**config.mk**
```make
export PLATFORM = sky130hd
export DESIGN_NAME = commit_trace_buffer
export DESIGN_NICKNAME = d
export VERILOG_FILES = /design/src/rtl/trace_pkg.sv /design/src/rtl/trace_fifo.sv /design/src/rtl/commit_trace_buffer.sv
export SDC_FILE = /design/constraint.sdc
export NUM_CORES = 1
export LEC_CHECK = 0
export BUFFER_PORTS_ARGS = -buffer_cell sky130_fd_sc_hd__clkbuf_2
export CORE_MARGIN = 4
export CORE_UTILIZATION = 38
export CTS_CLUSTER_DIAMETER = 150
export DETAILED_ROUTE_END_ITERATION = 12
export SYNTH_ARGS = -nofsm -noshare
export SYNTH_HDL_FRONTEND = slang
export SYNTH_HIERARCHICAL = 1
export SYNTH_SLANG_ARGS = --single-unit
```
**constraint.sdc**
```tcl
create_clock -name clk -period 10.69 [get_ports clk]
set_clock_uncertainty 0.15 [all_clocks]
set_input_delay 0.5345 -clock clk [delete_from_list [all_inputs] [get_ports clk]]
set_output_delay 0.5345 -clock clk [all_outputs]
set_load 0.005 [all_outputs]
```
**src/rtl/trace_pkg.sv**
```systemverilog
// Shared types for the commit trace buffer: capture FSM states, record flag
// bit positions and a flag-vector packing helper.
package trace_pkg;

  typedef enum logic [2:0] {
    ST_IDLE,
    ST_RUN,
    ST_HALT_PEND,
    ST_DRAIN,
    ST_DONE
  } trace_state_t;

  localparam int unsigned FLG_W   = 4;
  localparam int unsigned FLG_REG = 0;
  localparam int unsigned FLG_LD  = 1;
  localparam int unsigned FLG_ST  = 2;
  localparam int unsigned FLG_HLT = 3;

  // Consumer-side view of out_flags; field order matches the FLG_* indices.
  typedef struct packed {
    logic hlt;
    logic st;
    logic ld;
    logic rg;
  } trace_flags_t;

  function automatic logic [FLG_W-1:0] pack_flags(input logic rg, input logic ld,
                                                  input logic st, input logic hl);
    logic [FLG_W-1:0] f;
    f          = '0;
    f[FLG_REG] = rg;
    f[FLG_LD]  = ld;
    f[FLG_ST]  = st;
    f[FLG_HLT] = hl;
    return f;
  endfunction

endpackage

```
**src/rtl/trace_fifo.sv**
```systemverilog
// Synchronous FIFO with registered write and combinational head read.
// Pointers carry one extra wrap bit so full/empty need no separate flag.
module trace_fifo #(
  parameter int unsigned WIDTH = 8,
  parameter int unsigned DEPTH = 16
) (
  input  logic                     clk,
  input  logic                     rst_n,
  input  logic                     clear,
  input  logic                     push,
  input  logic [WIDTH-1:0]         din,
  input  logic                     pop,
  output logic [WIDTH-1:0]         dout,
  output logic                     full,
  output logic                     empty,
  output logic [$clog2(DEPTH):0]   count
);

  localparam int unsigned AW = $clog2(DEPTH);

  logic [WIDTH-1:0] mem [DEPTH];
  logic [AW:0]      wr_ptr;
  logic [AW:0]      rd_ptr;
  logic             do_push;
  logic             do_pop;

  assign full    = (wr_ptr[AW] != rd_ptr[AW]) && (wr_ptr[AW-1:0] == rd_ptr[AW-1:0]);
  assign empty   = (wr_ptr == rd_ptr);
  assign count   = wr_ptr - rd_ptr;
  assign do_pop  = pop && !empty;
  // A full FIFO still accepts a push when the head leaves in the same cycle.
  assign do_push = push && (!full || do_pop);
  assign dout    = mem[rd_ptr[AW-1:0]];

  always_ff @(posedge clk or negedge rst_n) begin
    if (!rst_n) begin
      wr_ptr <= '0;
      rd_ptr <= '0;
    end else if (clear) begin
      wr_ptr <= '0;
      rd_ptr <= '0;
    end else begin
      if (do_push) wr_ptr <= wr_ptr + (AW+1)'(1);
      if (do_pop)  rd_ptr <= rd_ptr + (AW+1)'(1);
    end
  end

  always_ff @(posedge clk) begin
    if (do_push) mem[wr_ptr[AW-1:0]] <= din;
  end

endmodule

```
**src/rtl/commit_trace_buffer.sv**
```systemverilog
// On-chip commit trace: packs writeback/memory events into records, buffers
// them in trace_fifo and streams them out. Per-record stamps: TRACE_TIMESTAMP_EN.
module commit_trace_buffer
  import trace_pkg::*;
#(
  parameter int unsigned DATA_W = 16,
  parameter int unsigned REG_AW = 4,
  parameter int unsigned DEPTH  = 16,
  parameter int unsigned CNT_W  = 32
) (
  input  logic              clk,
  input  logic              rst_n,
  input  logic              arm,
  input  logic              reg_we,
  input  logic [REG_AW-1:0] reg_wa,
  input  logic [DATA_W-1:0] reg_wd,
  input  logic              mem_re,
  input  logic              mem_we,
  input  logic [DATA_W-1:0] mem_addr,
  input  logic [DATA_W-1:0] mem_wdata,
  input  logic [DATA_W-1:0] mem_rdata,
  input  logic              hlt,
  output logic              out_valid,
  input  logic              out_ready,
  output logic [3:0]        out_flags,
  output logic [REG_AW-1:0] out_reg_wa,
  output logic [DATA_W-1:0] out_reg_wd,
  output logic [DATA_W-1:0] out_mem_addr,
  output logic [DATA_W-1:0] out_mem_data,
  output logic [CNT_W-1:0]  out_cycle,
  output logic              done,
  output logic              overflow,
  output logic [CNT_W-1:0]  cyc_cnt,
  output logic [CNT_W-1:0]  inst_cnt,
  output logic [CNT_W-1:0]  drop_cnt
);

  localparam int unsigned AW = $clog2(DEPTH);

  typedef struct packed {
`ifdef TRACE_TIMESTAMP_EN
    logic [CNT_W-1:0]  stamp;
`endif
    logic [FLG_W-1:0]  flags;
    logic [REG_AW-1:0] reg_wa;
    logic [DATA_W-1:0] reg_wd;
    logic [DATA_W-1:0] mem_addr;
    logic [DATA_W-1:0] mem_data;
  } rec_t;

  localparam int unsigned REC_W = $bits(rec_t);

  trace_state_t state;
  trace_state_t state_nxt;

  rec_t             run_rec;
  rec_t             halt_rec;
  rec_t             push_rec;
  rec_t             head_rec;
  logic [REC_W-1:0] fifo_dout;
  logic             fifo_push;
  logic             fifo_pop;
  logic             fifo_clear;
  logic             fifo_full;
  logic             fifo_empty;
  logic [AW:0]      fifo_count;

  logic ev;
  logic inst_ev;
  logic push_ok;
  logic arm_go;

`ifdef TRACE_TIMESTAMP_EN
  logic [CNT_W-1:0] halt_cyc;
`endif

  assign ev       = reg_we | mem_re | mem_we | hlt;
  assign inst_ev  = reg_we | mem_we | hlt;
  assign fifo_pop = !fifo_empty && out_ready;
  assign push_ok  = !fifo_full || fifo_pop;
  assign arm_go   = arm && ((state == ST_IDLE) || (state == ST_DONE));

  always_comb begin
    run_rec       = '0;
    run_rec.flags = pack_flags(reg_we, mem_re, mem_we, hlt);
    if (reg_we) begin
      run_rec.reg_wa = reg_wa;
      run_rec.reg_wd = reg_wd;
    end
    if (mem_re || mem_we) run_rec.mem_addr = mem_addr;
    // Store data wins when a cycle both loads and stores.
    if (mem_we)      run_rec.mem_data = mem_wdata;
    else if (mem_re) run_rec.mem_data = mem_rdata;
`ifdef TRACE_TIMESTAMP_EN
    run_rec.stamp = cyc_cnt;
`endif
  end

  always_comb begin
    halt_rec       = '0;
    halt_rec.flags = pack_flags(1'b0, 1'b0, 1'b0, 1'b1);
`ifdef TRACE_TIMESTAMP_EN
    halt_rec.stamp = halt_cyc;
`endif
  end

  always_ff @(posedge clk or negedge rst_n) begin
    if (!rst_n) state <= ST_IDLE;
    else        state <= state_nxt;
  end

  always_comb begin
    state_nxt = state;
    unique case (state)
      ST_IDLE, ST_DONE: if (arm) state_nxt = ST_RUN;
      ST_RUN:           if (hlt) state_nxt = push_ok ? ST_DRAIN : ST_HALT_PEND;
      ST_HALT_PEND:     if (push_ok) state_nxt = ST_DRAIN;
      ST_DRAIN:         if (fifo_count == '0) state_nxt = ST_DONE;
      default:          state_nxt = ST_IDLE;
    endcase
  end

  always_comb begin
    fifo_push  = 1'b0;
    fifo_clear = 1'b0;
    push_rec   = run_rec;
    done       = 1'b0;
    unique case (state)
      ST_IDLE:      fifo_clear = arm;
      ST_RUN:       fifo_push  = ev;
      ST_HALT_PEND: begin
        fifo_push = 1'b1;
        push_rec  = halt_rec;
      end
      ST_DRAIN:     ;
      ST_DONE: begin
        done       = 1'b1;
        fifo_clear = arm;
      end
      default:      ;
    endcase
  end

  always_ff @(posedge clk or negedge rst_n) begin
    if (!rst_n) begin
      cyc_cnt  <= '0;
      inst_cnt <= '0;
      drop_cnt <= '0;
      overflow <= 1'b0;
`ifdef TRACE_TIMESTAMP_EN
      halt_cyc <= '0;
`endif
    end else if (arm_go) begin
      cyc_cnt  <= '0;
      inst_cnt <= '0;
      drop_cnt <= '0;
      overflow <= 1'b0;
    end else if (state == ST_RUN) begin
      if (cyc_cnt != '1) cyc_cnt <= cyc_cnt + CNT_W'(1);
      if (inst_ev && (inst_cnt != '1)) inst_cnt <= inst_cnt + CNT_W'(1);
      if (ev && !hlt && !push_ok) begin
        overflow <= 1'b1;
        if (drop_cnt != '1) drop_cnt <= drop_cnt + CNT_W'(1);
      end
`ifdef TRACE_TIMESTAMP_EN
      if (hlt) halt_cyc <= cyc_cnt;
`endif
    end else if (state == ST_HALT_PEND) begin
      if (cyc_cnt != '1) cyc_cnt <= cyc_cnt + CNT_W'(1);
    end
  end

  trace_fifo #(
    .WIDTH (REC_W),
    .DEPTH (DEPTH)
  ) u_fifo (
    .clk   (clk),
    .rst_n (rst_n),
    .clear (fifo_clear),
    .push  (fifo_push),
    .din   (push_rec),
    .pop   (fifo_pop),
    .dout  (fifo_dout),
    .full  (fifo_full),
    .empty (fifo_empty),
    .count (fifo_count)
  );

  // Head fields are masked while empty so stale RAM contents never leak out.
  assign head_rec     = fifo_dout;
  assign out_valid    = !fifo_empty;
  assign out_flags    = out_valid ? head_rec.flags    : '0;
  assign out_reg_wa   = out_valid ? head_rec.reg_wa   : '0;
  assign out_reg_wd   = out_valid ? head_rec.reg_wd   : '0;
  assign out_mem_addr = out_valid ? head_rec.mem_addr : '0;
  assign out_mem_data = out_valid ? head_rec.mem_data : '0;
`ifdef TRACE_TIMESTAMP_EN
  assign out_cycle    = out_valid ? head_rec.stamp    : '0;
`else
  assign out_cycle    = '0;
`endif

endmodule

```
---- Yosys cells after proc, flatten, opt, wreduce, memory -nomap -nowiden ----
Memories as Yosys holds them, arrays and structs flattened.
Cells that the tools add are included.
word-level totals
  register bits ........................... 110
  bits in writable memories ............... 896
  input port bits ......................... 76
  memories ................................ 1
cells by class
  add/subtract/negate cells ............... 6
  eq/ne operators ......................... 14
  multiplexer cells ....................... 39
  bitwise logic cells ..................... 5
  reduce and logical (&&, ||, !) cells .... 30
memory list
  name        words  width  rd ports  clocked after Yosys merged registers in  write ports  RTL line          text
  u_fifo.mem  16     56     1         0                                        1            trace_fifo.sv:21  logic [WIDTH-1:0] mem [DEPTH];
operators by type and width
  cell                                                              number
  32-bit two-way mux                                                11
  32-bit by 1-bit adder with 32-bit output (second input constant)  3
  16-bit two-way mux                                                6
  32-bit != test (second input constant)                            3
  56-bit two-way mux                                                1
  20-bit two-way mux                                                1
  5-bit two-way mux                                                 4
  3-bit two-way mux                                                 4
  3-bit one-hot mux with 4 select lines                             1
  2-bit nonzero test                                                6
  5-bit by 1-bit adder with 5-bit output (second input constant)    2
  1-bit logical AND                                                 8
  1-bit two-way mux                                                 8
  4-bit two-way mux                                                 2
  3-bit by 2-bit == test with 1-bit output (second input constant)  2
  2-bit != test (second input constant)                             3
  5-bit == test                                                     1
  5-bit zero test                                                   1
  1-bit bitwise OR                                                  5
  5-bit subtractor                                                  1
  4-bit == test                                                     1
  1-bit zero test                                                   4
  1-bit logical OR                                                  4
  2-bit AND reduction                                               2
  other kinds (10)                                                  10

---- Logic depth before layout (Yosys ltp) ----
Gate-level depths: netlist (run 1).
  depth after elaboration ................. 9
  depth in mapped cells ................... 14
  gate-level depth less buffers ........... 12

---- By module ----
Netlist (run 1), hierarchy kept.
modules (own cells, without submodules)
  module               times used  cells each  area each (µm²)  seq. area each (µm²)
  trace_fifo           1           1589        34908.5          27156.0
  commit_trace_buffer  1           763         6448.7           2502.4

---- Worst setup path after synthesis (run 1) ----
OpenSTA, ideal clock, no wires.
  path type ............................... register to register
  start ................................... register u_fifo.rd_ptr[1]
  end ..................................... memory u_fifo/mem[0][0] (netlist name), enable pin
  data arrival time ....................... 6.338 ns
  required time ........................... 10.001 ns
  setup slack ............................. 3.663 ns
  cell stages (with the launch flop) ...... 13
  path buffers ............................ 3
  period minus slack after synthesis ...... 7.027 ns
  cell sequence ........................... dfrtp_1 > buf_4 > buf_6 > clkbuf_1 > inv_1 > ha_1 > nand4_1 > nor2_1 > nand2b_1 > inv_1 > o31a_1 > nand2_1 > nor3_1
between the ends
  cells in the longest elaborated chain, start to end .. 8
  elaborated cells between the ends (all ways) .. 11
  classes of those cells .................. eq/ne (2); mux (2); reduce/logical (7)
RTL lines
  element                                  RTL line                   text
  start, declared                          trace_fifo.sv:23           logic [AW:0] rd_ptr;
  start signal, assigned                   trace_fifo.sv:44           if (do_pop) rd_ptr <= rd_ptr + (AW+1)'(1);
  5-bit == test                            trace_fifo.sv:28           assign empty = (wr_ptr == rd_ptr);
  net fifo_empty                           commit_trace_buffer.sv:65  logic fifo_empty;
  1-bit zero test                          commit_trace_buffer.sv:79  assign fifo_pop = !fifo_empty && out_ready;
  1-bit logical AND                        commit_trace_buffer.sv:79
  net fifo_pop                             commit_trace_buffer.sv:62  logic fifo_pop;
  1-bit logical AND                        trace_fifo.sv:30           assign do_pop = pop && !empty;
  1-bit logical OR                         trace_fifo.sv:32           assign do_push = push && (!full || do_pop);
  1-bit logical AND                        trace_fifo.sv:32
  1-bit two-way mux                        trace_fifo.sv:49           if (do_push) mem[wr_ptr[AW-1:0]] <= din;
  1-bit two-way mux (not written as such)  trace_fifo.sv:49
  end, declared                            trace_fifo.sv:21
The timed path passes the listed nets, and every way through them passes these cells.

---- Final worst setup path (run 1) ----
  start ................................... register u_fifo.rd_ptr[2]
  end ..................................... output port out_flags[3]
between the ends
  cells in the longest elaborated chain, start to end .. 2
  elaborated cells between the ends (all ways) .. 3
  classes of those cells .................. eq/ne (1); mux (1); memory (1)
RTL lines
  element             RTL line                    text
  memory 16 x 56 bit  n/a
  net fifo_dout[55]   commit_trace_buffer.sv:60   logic [REC_W-1:0] fifo_dout;
  4-bit two-way mux   commit_trace_buffer.sv:192  assign out_flags = out_valid ? head_rec.flags : '0;
  end, declared       commit_trace_buffer.sv:25   output logic [3:0] out_flags,
The timed path passes the listed nets, and every way through them passes these cells.

==> results.toml, run 1 <==
[global_route]
antenna_found_initial = 9
grt_overflow = 0
grtUsageTotal = 0.178
grt_pass1_wl_mm = 152
grt_max_degree = 117
first_global_vias = 23400

[cts]
clk_path_buf_depth = 3
cts.clk_slew.worst_paths_ps = 70
cts_made_buffers = 103
cts.htree.levels = 3
cts_root_buffer = "clkbuf_16"
postCtsSetupRepairBufs = 0
clk-insertion-delay-late_ps = 690
cts.sinks = 1006
tritoncts = "built"
cts.repair.resized = 0

[synth]
syn_inst = 2352
yosysTopAreaCell = "edfxtp_1"
synthFlopType = "edfxtp_1"
async_reset_ff_frac = 0.109
yosysTopAreaCellShare = 0.651
postSynthAreaPerCell_um2 = 17.6
synth_cell_types = 66
yosys-top-cells-area = "edfxtp_1 65%, mux4_2 9.1%, dfrtp_1 6.7%, mux2i_1 4.2%, o21ai_1 1.2%"
ys_warn_count = 6
synth_area_mm2 = 0.0414
seq_area_frac_synth = 0.717
synth_edf_count = 896
ys_ff_latch = 1006

[place]
port_buffers = 230
place_congestion = 0.802
place_hpwl_mm = 54.5
dpl-instance-area_mm2 = 0.0437

[power]
p_leak_nw = 16.1
power.density_mw_per_mm2 = 259
max-vdd-ir-drop_v = 0.000190
swShare = 0.323
p_clk_frac = 0.285
p_switching_mw = 3.93
power.internal_mw = 8.25
p_comb_frac = 0.301
power_frac_seq = 0.414

[drt]
vias = 22700
drt-total-wl_mm = 102
route.detailed.drc = 0
wl_per_cell_um = 25.1
vias_per_cell = 5.55
first_pass_iters = 5
first_iter_violations = 1912
ant_nets = 0

[floorplan]
num_io_pins = 263
die_h_um = 338
num_rows = 120
dieWidth_um = 338
initial_utilization = 0.385
dieArea_mm2 = 0.114
core_area_mm2 = 0.108

[timing]
max_freq_mhz = 183
max_slew.worst_pin.slew_ps = 1230
fin_crit_ps = 5470
maxSlewHeadroom = 0.177
finalHoldViolations = 0
rsz0062_at_grt = "false"
setup_tns_ps = 0
finalSetupViolCount = 0
slew_violations = 0
fin_crit_sh = 0.512

[worst_setup_path]
worstPathArrival_ps = 4780
critPathMaxFanout = 69
crit_top_cell = "buf_4"
required_ps = 10010
critPathLaunchType = "flop"
path_class = "reg -> out"
crit_slowest_cell = "buf_4"
cp_cell_sequence = "buf_4 > buf_4 > mux4_2 > mux2i_1 > o21ai_1 > nor2b_1 > clkbuf_2"
cp-end-kind = "primary output"
cpPeakStageDelay_ps = 930

[final_layout]
layout_commonest_cell = "edfxtp_1"
layout-drive-gt1-share = 0.233
area_growth_pct = 13.8
design_area_mm2 = 0.0471
final_nets = 2680
layout_common_cells = "896 x edfxtp_1, 229 x clkbuf_2, 175 x mux2i_1"

[min_path]
hold_class = "in -> reg"

[run]
drv_cap = 0

[outcome]
status = "completed"
==> critical path, delay by kind of cell (launching register included) <==
kind                   cells  cell delay (ps)
AOI/OAI and AO/OA          1              150
DFF                        1              920
and+or+nand+nor            1              480
buffers and inverters      3             1930
muxes                      2              450
==> per-layer routing <==
metal,GRT usage,routed length [µm],vias to the layer above
li1,-,-,9819
met1,0.244,43900,11900
met2,0.294,49500,760
met3,0.0265,5850,203
met4,0.0604,3050,0
met5,0,0,-
==> final cells by class <==
type	count	area, µm²
fill	9300	60400
sequential	1006	29700
multi-input combinational	1196	10800
clock buffer	126	2710
tap	1403	1760
timing repair buffer	268	1460
clock inverter	61	579
inverter	16	60.1
antenna	5	12.5
==> logic make-up (layout without fill, tap and decap cells) <==
kind of cell               Yosys count  in the layout  synth area share
DFF                               1006           1006             0.717
and+or+nand+nor                    432            432            0.0562
muxes                              348            348             0.135
AOI/OAI and AO/OA                  326            326            0.0498
buffers and inverters              181            471            0.0277
xor gates and xnor gates            45             45           0.00971
adders and majority gates           13             13           0.00411
other                                1             37         0.0000907
==> final timing paths <==
| kind | from | endpoint | slack, ps | cells after the start |
|---|---|---|---|---|
| max | u_fifo/rd_ptr[2]$_DFFE_PN0P_ | out_flags[3] | 5220 | 7 |
| min | reg_wd[3] | u_fifo/mem[1][35]$_DFFE_PP_ | 260 | 2 |
| max reg2reg | u_fifo/rd_ptr[2]$_DFFE_PN0P_ | u_fifo/mem[14][52]$_DFFE_PP_ | 5800 | 10 |
| min reg2reg | drop_cnt[11]$_DFFE_PN0P_ | drop_cnt[11]$_DFFE_PN0P_ | 340 | 1 |
| max in group asynchronous | rst_n | drop_cnt[5]$_DFFE_PN0P_ | 8830 | 3 |
| min in group asynchronous | rst_n | state[1]$_DFFE_PN0P_ | 370 | 2 |
==> power groups by stage <==
stage / clock (mW) / combinational (mW) / sequential (mW)
6_report: 3.48 / 3.66 / 5.04
5_1_grt: 3.73 / 4.00 / 5.07
4_1_cts: 3.56 / 3.75 / 5.04
3_5_place_dp: 0 / 3.74 / 5.12
3_3_place_gp: 0 / 3.68 / 5.09
2_1_floorplan: 0 / 2.59 / 4.99
==> through the flow <==
stage | cells | total power [mW] | utilization | hold WS [ps] | setup slack (ps)
2_1_floorplan | 2383 | 7.58 | - | 88.9 | 3660
3_3_place_gp | 3887 | 8.77 | 0.407 | 334 | 5930
3_5_place_dp | 3887 | 8.86 | 0.407 | 343 | 5850
4_1_cts | 4076 | 12.3 | 0.438 | 206 | 5180
5_1_grt | 4078 | 12.8 | 0.438 | 245 | 5020
6_report | 4081 | 12.2 | 0.438 | 257 | 5220
==> Yosys cell counts (8+ instances only) <==
library cell,number
o21ai_1,99
mux4_2,168
o211ai_1,12
nand4_1,42
or3_1,14
clkbuf_1,68
xnor2_1,11
a21oi_1,31
a22o_1,16
edfxtp_1,896
nand3_1,46
dfrtp_1,110
nand2b_1,8
xor2_1,33
and2_1,48
nor2_1,87
inv_1,15
mux2i_1,175
a31oi_1,12
nor2b_1,62
buf_2,26
nor3_1,18
nand2_1,61
ha_1,12
buf_4,35
o21ai_0,71
a221oi_1,56
and4_1,12
and3_1,11
buf_6,24
==> flip-flops by register name, indices dropped and copies added, names as in the netlist <==
register	cells
u_fifo/mem	896
cyc_cnt	32
drop_cnt	32
inst_cnt	32
u_fifo/rd_ptr	5
u_fifo/wr_ptr	5
state	3
overflow	1
==> timing repair <==
action / 4_1_cts / 5_1_grt
endpoints found under the hold margin: 58 / 0
hold buffers: 2 / 0
endpoints found under the setup margin: 0 / 0
No activity file was read; power rests on OpenSTA's default activity.
==> inputs of run 2 (changes only) <==
==> constraint.sdc (replaced) <==
create_clock -name clk -period 5.14 [get_ports clk]
set_clock_uncertainty 0.15 [all_clocks]
set_input_delay 0.257 -clock clk [delete_from_list [all_inputs] [get_ports clk]]
set_output_delay 0.257 -clock clk [all_outputs]
set_load 0.005 [all_outputs]
==> results.toml, run 2 (same netlist as run 1, synthesis figures left out) <==
[outcome]
status = "completed"

[global_route]
antenna_found_initial = 2
first_global_vias = 23300
grtUsageTotal = 0.177
grt_max_degree = 128
grt_overflow = 0
grt_pass1_wl_mm = 151

[timing]
fin_crit_ps = 4470
rsz0062_at_grt = "false"
finalSetupViolCount = 0
finalHoldViolations = 0
maxSlewHeadroom = 0.220
max_slew.worst_pin.slew_ps = 1160
slew_violations = 0
max_freq_mhz = 224
fin_crit_sh = 0.869
hold_slack_ps = 41.1

[drt]
drt-total-wl_mm = 101
first_iter_violations = 1929
vias = 22700
vias_per_cell = 5.54
wl_per_cell_um = 24.7
route.detailed.drc = 0
first_pass_iters = 5
ant_nets = 0

[place]
dpl-instance-area_mm2 = 0.0442
place_congestion = 0.844
dp.cells = 3905
port_buffers = 230
place_hpwl_mm = 56.3

[worst_setup_path]
worstPathArrival_ps = 4060
path_delay_family = "buffers and inverters"
crit_top_cell = "o21ai_1"
critPathLaunchType = "flop"
cp.depth = 8
r2r-start = "u_fifo/wr_ptr[2]$_DFFE_PN0P_"
worst-path-buf-inv = 3
rr_worst_depth = 9
cpPeakStageDelay_ps = 720
crit_slowest_cell = "buf_4"
rrSetupSlack_ps = 1050
required_ps = 4730
cp_cell_sequence = "buf_12 > buf_4 > mux2i_1 > a221oi_1 > o21ai_1 > o21ai_1 > nor2b_1 > clkbuf_2"
cp-end-kind = "primary output"
critPathMaxFanout = 127
endpoint = "out_mem_data[0]"
path_class = "reg -> out"
crit_path_start = "u_fifo/rd_ptr[0]$_DFFE_PN0P_"
worstReg2RegEnd = "u_fifo/mem[0][8]$_DFFE_PP_"

[final_layout]
layout_commonest_cell = "edfxtp_1"
register_area_mm2 = 0.0297
layout_common_cells = "896 x edfxtp_1, 229 x clkbuf_2, 175 x mux2i_1"
fill_cells = 9300
layout-drive-gt1-share = 0.237
largest_register_ffs = 896
finalNonFillerCells = 4106
design_area_mm2 = 0.0476
multi_input_area_mm2 = 0.0108
area_growth_pct = 15.0
final_nets = 2706

[floorplan]
initial_utilization = 0.385
dieArea_mm2 = 0.114
die_h_um = 338
num_rows = 120
core_area_mm2 = 0.108
dieWidth_um = 338
num_io_pins = 263

[power]
power.density_mw_per_mm2 = 535
power_mw = 25.4
p_leak_nw = 16.3
max-vdd-ir-drop_v = 0.000605

[run]
drv_cap = 0

[cts]
cts.htree.levels = 3
clk-insertion-delay-late_ps = 680
tritoncts = "built"
cts_made_buffers = 101
cts.repair.resized = 0
cts.sinks = 1006
postCtsSetupRepairBufs = 0
clk_path_buf_depth = 3
cts_root_buffer = "clkbuf_16"
cts.clk_slew.worst_paths_ps = 60
cts_hold_buf = 12

[min_path]
hold_class = "in -> async"
## run 2: worst min path at each step
stage	start	end	slack [ps]	cells past startpoint
floorplan	rst_n	cyc_cnt[0]$_DFFE_PN0P_	-190	0
detailed placement	rst_n	inst_cnt[29]$_DFFE_PN0P_	220	1
global route	mem_addr[15]	u_fifo/mem[15][31]$_DFFE_PP_	60	2
CTS	mem_re	u_fifo/mem[12][53]$_DFFE_PP_	4	2
finish	rst_n	inst_cnt[29]$_DFFE_PN0P_	40	2
global placement	rst_n	inst_cnt[27]$_DFFE_PN0P_	200	1
## run 2: per-layer routing
layer / global-route usage / up-vias / share of wire
met2: 0.291 / 655 / 0.49
met1: 0.245 / 12100 / 0.43
met4: 0.0554 / 0 / 0.027
li1: - / 9886 / -
met5: 0 / - / 0
met3: 0.0244 / 151 / 0.050
## run 2: layout make-up
type                            count  share of cell area
Sequential cell                  1006               0.624
Multi-Input combinational cell   1196               0.228
Clock buffer                      130              0.0567
Timing Repair Buffer              296              0.0419
Tap cell                         1403              0.0369
Clock inverter                     56              0.0113
Inverter                           16             0.00126
Antenna cell                        3            0.000158
## run 2: where the power goes
group          internal [mW]  total [mW]  leakage (nW)  switching, mW
logic                   3.21        8.00          4.98           4.80
clock network           4.03        7.14          1.57           3.11
registers               10.0        10.3          9.70          0.283
## run 2: worst register-to-register path, cell delays in order (launching register included)
cell and delay, ps:
dfrtp_1 720, ha_1 390, nand4_1 360, nor2_4 50
nand2b_1 220, inv_1 200, o31a_1 300, nand2_1 280
nor3_4 690, buf_4 400
## run 2: metrics by stage
stage / utilization / setup WS [ps] / TNS (ps)
2_1_floorplan: - / -385 / -230570
3_3_place_gp: 0.411 / 1160 / 0
3_5_place_dp: 0.411 / 1080 / 0
4_1_cts: 0.442 / 605 / 0
5_1_grt: 0.442 / 415 / 0
6_report: 0.442 / 671 / 0
